==> src/rtl/perceptron_pkg.sv <==
// Shared sizes, segment codes, cfg field layout and
// saturating step helper for the perceptron tile.
package perceptron_pkg;

  localparam int NUM_IN = 8;
  localparam int W_BITS = 4;
  localparam int B_BITS = 8;
  localparam int SUM_BITS = 9;
  localparam int CFG_BITS = NUM_IN * W_BITS + B_BITS;
  localparam int BIAS_LSB = NUM_IN * W_BITS;
  localparam int CFG_MSB = CFG_BITS - 1;

  localparam logic [6:0] SEG_ZERO = 7'h3F;
  localparam logic [6:0] SEG_ONE = 7'h06;

  localparam logic signed [7:0] W_MIN = -8'sd8;
  localparam logic signed [7:0] W_MAX = 8'sd7;
  localparam logic signed [7:0] B_MIN = -8'sd128;
  localparam logic signed [7:0] B_MAX = 8'sd127;

  function automatic logic signed [7:0] sat_step(
    input logic signed [7:0] v,
    input logic up,
    input logic signed [7:0] lo,
    input logic signed [7:0] hi
  );
    logic signed [7:0] r;
    if (up) r = (v >= hi) ? hi : v + 8'sd1;
    else r = (v <= lo) ? lo : v - 8'sd1;
    return r;
  endfunction

endpackage

==> src/rtl/perceptron_core.sv <==
// Weighted sum, fire decision and the perceptron
// learning step, all combinational.
module perceptron_core
  import perceptron_pkg::*;
(
  input  logic [NUM_IN-1:0]          x,
  input  logic [CFG_BITS-1:0]        cfg,
  input  logic                       t,
  input  logic                       train_pulse,
  output logic signed [SUM_BITS-1:0] sum,
  output logic                       y_next,
  output logic [CFG_BITS-1:0]        cfg_trained,
  output logic                       upd_next
);

  logic [B_BITS-1:0] bias;
  logic [W_BITS-1:0] w;
  logic [7:0] wx;
  logic [7:0] bx;

  assign bias = cfg[BIAS_LSB +: B_BITS];

  always_comb begin
    w = '0;
    sum = {bias[B_BITS-1], bias};
    for (int i = 0; i < NUM_IN; i++) begin
      w = cfg[i*W_BITS +: W_BITS];
      if (x[i])
        sum = sum + {{(SUM_BITS-W_BITS){w[W_BITS-1]}}, w};
    end
  end

  assign y_next = !sum[SUM_BITS-1] && (sum != '0);
  assign upd_next = train_pulse && (y_next != t);

  // Only active inputs move their weight; bias always moves.
  always_comb begin
    cfg_trained = cfg;
    wx = '0;
    bx = '0;
    if (upd_next) begin
      for (int i = 0; i < NUM_IN; i++) begin
        if (x[i]) begin
          wx = sat_step(
            {{(8-W_BITS){cfg[i*W_BITS+W_BITS-1]}},
             cfg[i*W_BITS +: W_BITS]},
            t, W_MIN, W_MAX);
          cfg_trained[i*W_BITS +: W_BITS] = wx[W_BITS-1:0];
        end
      end
      bx = sat_step(bias, t, B_MIN, B_MAX);
      cfg_trained[BIAS_LSB +: B_BITS] = bx;
    end
  end

endmodule

==> src/rtl/perceptron_neuromeme.sv <==
// TinyTapeout top: config shifter, train edge detect,
// output register and pin mapping.
module perceptron_neuromeme
  import perceptron_pkg::*;
(
  input  logic       clk,
  input  logic       rst_n,
  input  logic       ena,
  input  logic [7:0] ui_in,
  output logic [7:0] uo_out,
  input  logic [7:0] uio_in,
  output logic [7:0] uio_out,
  output logic [7:0] uio_oe
);

  logic [CFG_BITS-1:0] cfg;
  logic [CFG_BITS-1:0] cfg_trained;
  logic signed [SUM_BITS-1:0] sum;
  logic y;
  logic y_next;
  logic upd;
  logic upd_next;
  logic train_q;
  logic shift_en;
  logic shift_din;
  logic train_pulse;
  logic unused;

  assign shift_en = uio_in[0];
  assign shift_din = uio_in[1];
  // Shift wins: an edge seen while shifting is swallowed.
  assign train_pulse = uio_in[2] && !train_q && !shift_en;

  perceptron_core u_core (
    .x           (ui_in),
    .cfg         (cfg),
    .t           (uio_in[3]),
    .train_pulse (train_pulse),
    .sum         (sum),
    .y_next      (y_next),
    .cfg_trained (cfg_trained),
    .upd_next    (upd_next)
  );

  always_ff @(posedge clk or negedge rst_n) begin
    if (!rst_n) begin
      cfg <= '0;
      y <= 1'b0;
      upd <= 1'b0;
      train_q <= 1'b0;
    end else if (ena) begin
      train_q <= uio_in[2];
      y <= y_next;
      if (shift_en) begin
        cfg <= {cfg[CFG_MSB-1:0], shift_din};
      end else if (train_pulse) begin
        cfg <= cfg_trained;
        upd <= upd_next;
      end
    end
  end

  assign uo_out = {y, y ? SEG_ONE : SEG_ZERO};
  assign uio_out = {1'b0, upd, y, cfg[CFG_MSB], 4'b0000};
  assign uio_oe = 8'hF0;
  assign unused = ^{uio_in[7:4], sum};

endmodule

==> config.mk <==
export PLATFORM = sky130hd
export DESIGN_NAME = perceptron_neuromeme
export DESIGN_NICKNAME = d
export VERILOG_FILES = /design/src/rtl/perceptron_pkg.sv /design/src/rtl/perceptron_core.sv /design/src/rtl/perceptron_neuromeme.sv
export SDC_FILE = /design/constraint.sdc
export NUM_CORES = 1
export LEC_CHECK = 0
export ABC_CLOCK_PERIOD_IN_PS = 15050
export BUFFER_PORTS_ARGS = -buffer_cell sky130_fd_sc_hd__buf_4
export CAP_MARGIN = 10
export CORE_UTILIZATION = 57
export DETAILED_ROUTE_END_ITERATION = 8
export GPL_ROUTABILITY_DRIVEN = 0
export GPL_TIMING_DRIVEN = 1
export PLACE_DENSITY = 0.81
export SETUP_SLACK_MARGIN = 0.05
export SLEW_MARGIN = 20
export SYNTH_ARGS = -nofsm -noshare
export SYNTH_HDL_FRONTEND = slang
export SYNTH_SLANG_ARGS = --single-unit
==> constraint.sdc <==
create_clock -name clk -period 15.05 [get_ports clk]
set_clock_uncertainty 0.2 [all_clocks]
set_input_delay 2.2575 -clock clk [delete_from_list [all_inputs] [get_ports clk]]
set_output_delay 2.2575 -clock clk [all_outputs]
set_load 0.05 [all_outputs]
# ---- Yosys cells after proc, flatten, opt, wreduce, memory -nomap -nowiden
# Cells that the tools add are included.
dict set report word_totals {
  reg_bits 43
  in_bits 19
  out_inout_bits 24
  wordCells 133
}
dict set report op_classes {
  add_sub_neg 26
  order_cmp 18
  n_eq_ne 1
  muxes 47
  n_bitwise 1
  n_reduce_logical 28
}
# cell n
set op_table {}
lappend op_table {{4-bit two-way mux} 32}
lappend op_table {{40-bit two-way mux} 3}
lappend op_table {{9-bit two-way mux} 8}
lappend op_table {{9-bit adder} 7}
lappend op_table {{4-bit by 2-bit adder with 4-bit output, second input constant} 8}
lappend op_table {{4-bit >= comparator, second input constant} 8}
lappend op_table {{4-bit less-or-equal comparator, second input constant} 8}
lappend op_table {{4-bit AND reduction} 8}
lappend op_table {{4-bit by 2-bit subtractor with 4-bit output, second input constant} 8}
lappend op_table {{8-bit two-way mux} 3}
lappend op_table {{2-bit nonzero test} 10}
lappend op_table {{8-bit by 4-bit adder with 9-bit output} 1}
lappend op_table {{9-bit nonzero test} 1}
lappend op_table {{8-bit by 2-bit adder with 8-bit output, second input constant} 1}
lappend op_table {{8-bit >= comparator, second input constant} 1}
lappend op_table {{8-bit less-or-equal comparator, second input constant} 1}
lappend op_table {{8-bit by 2-bit subtractor with 8-bit output, second input constant} 1}
lappend op_table {{6-bit two-way mux} 1}
lappend op_table {{3-bit AND reduction} 2}
lappend op_table {{1-bit logical AND} 4}
lappend op_table {{1-bit logical NOT} 3}
lappend op_table {{1-bit != test} 1}
lappend op_table {{1-bit NOT} 1}

# ---- Depth between registers and ports, before layout
dict set report depth {
  word_depth 23
  mapped_depth 52
}

# ---- Cells and area by module
# A second synthesis with hierarchy kept.
dict set report unflattened {
  cells_unflattened 1087
  hier_area_um2 8893.5
}
# mod n_inst cells_each area_each_um2 seq_area_each_um2
set by_module_without_submodules {}
lappend by_module_without_submodules {perceptron_core 1 921 6418.7 0.0}
lappend by_module_without_submodules {perceptron_neuromeme 1 166 2474.9 1076.0}

# ---- Least setup slack after synthesis
# No wires, ideal clock.
dict set report synth_path {
  path_type {input-to-reg}
  start {in ui_in[0]}
  end {reg cfg[14]}
  setup_ps 126
  t_arrival_ps 11330
  required_time_ps 14724
  path_slack_ps 3394
  cell_stages 47
  n_path_buf 0
  path_cell_list {mux2_2 ha_1 inv_1 fa_1 xor2_1 nor2_1 or2_2 ha_1 a21o_1 a21oi_1 nor3_1 nor3_1 o21ai_0 ha_1 nand2b_1 mux2_2 o21ai_0 inv_1 [... 11 more ...] ha_1 a2111oi_0 or3_1 nand3b_1 o311a_1 nand3_1 inv_1 ha_1 nor3_1 nand3_1 a21oi_1 and3b_1 xnor2_1 xnor3_1 a311oi_4 mux2i_4 o211ai_2 a221o_1}
}
dict set report synth_via {
  elab_chain_cells 21
  elab_cells_between_ends 22
  classes_between {7 x add/sub; 1 x eq/ne; 8 x mux; 6 x reduce/logical}
}
# item line
set synth_rtl {}
lappend synth_rtl {{start: declaration} perceptron_neuromeme.sv:9} ;# input logic [7:0] ui_in,
lappend synth_rtl {{9-bit two-way mux (*)} perceptron_core.sv:28} ;# if (x[i])
lappend synth_rtl {{9-bit adder} perceptron_core.sv:29} ;# sum = sum + {{(SUM_BITS-W_BITS){w[W_BITS-1]}}, w};
lappend synth_rtl {{9-bit two-way mux (*)} perceptron_core.sv:28}
lappend synth_rtl {{9-bit adder} perceptron_core.sv:29}
lappend synth_rtl {{9-bit two-way mux (*)} perceptron_core.sv:28}
lappend synth_rtl {{9-bit adder} perceptron_core.sv:29}
lappend synth_rtl {{9-bit two-way mux (*)} perceptron_core.sv:28}
lappend synth_rtl {{9-bit adder} perceptron_core.sv:29}
lappend synth_rtl {{[... 5 more ...]} n/a}
lappend synth_rtl {{9-bit adder} perceptron_core.sv:29}
lappend synth_rtl {{9-bit two-way mux (*)} perceptron_core.sv:28}
lappend synth_rtl {{9-bit nonzero test or 1-bit logical NOT (tied branches)} perceptron_core.sv:33} ;# assign y_next = !sum[SUM_BITS-1] && (sum != '0);
lappend synth_rtl {{1-bit logical AND (*)} perceptron_core.sv:33}
lappend synth_rtl {{1-bit != test (*)} perceptron_core.sv:34} ;# assign upd_next = train_pulse && (y_next != t);
lappend synth_rtl {{1-bit logical AND (*)} perceptron_core.sv:34}
lappend synth_rtl {{2-bit nonzero test (no line) (*)} n/a}
lappend synth_rtl {{4-bit AND reduction (no line) (*)} n/a}
lappend synth_rtl {{end signal: assignment} perceptron_neuromeme.sv:55} ;# cfg <= {cfg[CFG_MSB-1:0], shift_din};
lappend synth_rtl {{end signal: assignment} perceptron_neuromeme.sv:57} ;# cfg <= cfg_trained;
lappend synth_rtl {{end: declaration} perceptron_neuromeme.sv:16} ;# logic [CFG_BITS-1:0] cfg;
# Mark *: on every way between the ends. The rest lies on a longest branch, timed or not.
# A chain may end at the register's enable or synchronous reset.

# ---- Worst setup path after layout
dict set report layout_path {
  start {in ui_in[0]}
  end {reg cfg[9]}
}
# Same word-level chain as after synthesis.

==> flow_summary.yaml <==
clock_network:
  cts_buffer_depth: 2
  cts_root_buffer: "clkbuf_16"
  htree_num_levels: 2
  hold_buffers: 0
  postCtsSetupRepairBufs: 0
  clk_pin_slew_worst_paths_ns: 0.06
  post_cts_resized: 0
  worst_skew_pair.late_latency_ns: 0.29
  cts_tree: "built"
  tritoncts.num_buffers: 5
  clock-sinks: 43
sta:
  final_setup_viols: 0
  final_min_period_over_clock_period: 0.8716
  final-hold-violation-count: 0
  grt_setup_unrepaired: "false"
  final_max_slew_viol_count: 0
  setup-tns-final_ns: 0
  max_slew_margin: 0.3598
  tightestPinTransition_ns: 0.9470
  layout_min_cycle_time_ns: 13.12
  achievable-frequency_mhz: 76.23
critical_path:
  cp_slowest_cell: "a311oi_4"
  critical-path-max-stage-delay_ns: 0.68
  r2r_cells: 51
  r2r_start: "cfg[32]"
  path_common_cell: "ha_1"
  rrSetupSlack_ns: 2.78
  timing.critical_path.fanout_max: 24
  critical_path.reg2reg.endpoint: "cfg[9]"
  timing.critical_path.required_ns: 15.00
  timing.setup.critical_path_class: "input port to flop"
  cp-start-kind: "input port"
  critPathArrivalTime_ns: 13.07
  setup.worst_path.end_class: "flop"
grt:
  grt_use_total: 0.2798
  via_count_of_the_first_global_routing_pass: 6915
  wire_length_of_the_first_global_routing_pass_um: 33510
  initial_antenna_violation_count: 0
  maximum_number_of_pins_on_one_net_before_global_route_repair: 65
  global_route.overflow_total: 0
cells_and_area:
  synthToLayoutAreaGrowth_pct: 2.447
  diodes: 0
  finalNetCount: 1113
  layout.cells.most_common: "ha_1"
  layout_cell_share_with_drive_strength_beyond_1: 0.07692
  final_cell_mix: "ha_1 (86), nand2_1 (81), o21ai_0 (78)"
drt:
  drt-met1-wl_um: 9534
  top_layer_used: "met4"
  first_iter_violations: 652
  postRouteWirelength_um: 19610
  avg_vias_per_cell: 6.418
  first_pass_iters: 5
  antenna_violating_nets_post_route: 0
  route.met3.wl_um: 1112
  route.detailed.wl_per_inst_um: 16.66
  vias: 7554
  met2_length_um: 8672
  post-route-drc-count: 0
flow_run:
  max_cap_viol_count: 0
synthesis:
  synth_enable_flop_cells: 0
  dominantRegCellSynth: "dfrtp_1"
  postSynth.asyncResetShare: 1.000
  post_synth_inst_count: 1039
  netlist-cell-type-count: 82
  warnings_synthesis: 0
  synth_sequential_area_ratio: 0.1349
  syn_area_um2: 7975
  synth-seq-cells: 43
  post_synth.cell_area_avg_um2: 7.676
status:
  run_status: "completed"
die:
  die_width_um: 120.3
  start_util: 0.5928
  dieHeight_um: 120.3
  die_area_um2: 14470
  io_pins: 43
  core.rowCount: 42
  core_box_area_um2: 13450
place:
  detailed_place_hpwl_um: 14450
  io_buffers: 22
min_path:
  holdCritStartpoint: "upd"
  timing.hold.worst_path_depth: 2
  hold_path.class: "flop to flop"
  hold_end: "upd"
==> synthesized netlist by cell type, drive strengths merged (8+ instances only) <==
master | number | share of area
a21boi | 13 | 0.012
xnor2 | 24 | 0.026
o221ai | 9 | 0.011
and3 | 28 | 0.022
fa | 8 | 0.020
nor2 | 36 | 0.017
o21a | 8 | 0.0075
a21oi | 69 | 0.043
inv | 58 | 0.027
a211o | 9 | 0.0099
mux2 | 18 | 0.025
a22oi | 18 | 0.017
nand3 | 37 | 0.023
dfrtp | 43 | 0.13
buf | 35 | 0.029
nor2b | 12 | 0.0094
nand2 | 81 | 0.038
o211ai | 15 | 0.019
a21o | 25 | 0.024
a211oi | 9 | 0.0091
o21ai | 85 | 0.054
clkbuf | 49 | 0.023
or2 | 9 | 0.0071
nand3b | 23 | 0.022
ha | 86 | 0.13
nor3 | 43 | 0.028
a221o | 14 | 0.018
a31oi | 9 | 0.0071
mux2i | 40 | 0.052
or3 | 10 | 0.0078
xor2 | 16 | 0.018
nand2b | 19 | 0.015
==> routing by layer <==
layer	track usage	vias to the layer above
met3	0.02500	22
met1	0.4056	3571
li1	-	3739
met5	0	-
met2	0.4486	222
met4	0.06327	0
==> how the worst max path moves through the flow <==
stage              from  endpoint  depth (start not counted)  slack, ns
2_1_floorplan  ui_in[0]   cfg[14]                         47       3.39
3_3_place_gp   ui_in[0]   cfg[29]                         48       1.91
3_5_place_dp   ui_in[0]    cfg[9]                         49       1.74
4_1_cts        ui_in[0]   cfg[24]                         49       1.99
5_1_grt        ui_in[0]    cfg[9]                         49       1.01
6_report       ui_in[0]    cfg[9]                         49       1.93
==> cells by family (layout without fill, tap and decap cells) <==
logic type | after synthesis | in the layout | share of synthesized area
flops | 43 | 43 | 0.1349
buf+inv | 143 | 91 | 0.07970
fa+ha+maj | 94 | 94 | 0.1550
simple gates | 323 | 323 | 0.2132
compound gates | 334 | 334 | 0.2895
mux | 58 | 58 | 0.07719
xor+xnor | 42 | 42 | 0.04958
other cells | 2 | 16 | 0.0009417
==> area by class of cell <==
cell class                 count  area, µm²
clock buffer                   8      156.4
timing repair buffer          24      180.2
multi-input combinational    867       6316
fill                        1222       5283
tap                          176      220.2
sequential                    43       1076
inverter                      59      221.5
==> sequential cells by signal, indices dropped and copies added, names as in the netlist <==
signal / cells
train_q: 1
y: 1
cfg: 40
upd: 1
==> critical path: cells and delay by family <==
kind            cells  cell delay [ns]
compound gates     15             3.29
xor+xnor            5             1.15
fa+ha+maj           8             2.52
buf+inv             5             0.73
mux                 2             0.56
simple gates       14             2.55
==> through the flow <==
step / util / std cells / setup slack [ns] / area (µm²) / hold slack, ns
2_1_floorplan: - / 1053 / 3.394 / 8028 / 0.2816
3_3_place_gp: 0.5957 / 1169 / 1.912 / 8014 / 0.3146
3_5_place_dp: 0.5957 / 1169 / 1.741 / 8014 / 0.3084
4_1_cts: 0.6073 / 1177 / 1.990 / 8170 / 0.3338
5_1_grt: 0.6073 / 1177 / 1.008 / 8170 / 0.3794
6_report: 0.6073 / 1177 / 1.932 / 8170 / 0.3306
Power is not shown: default switching activity piles up to over one toggle a cycle in this logic, so the estimate is an artifact.
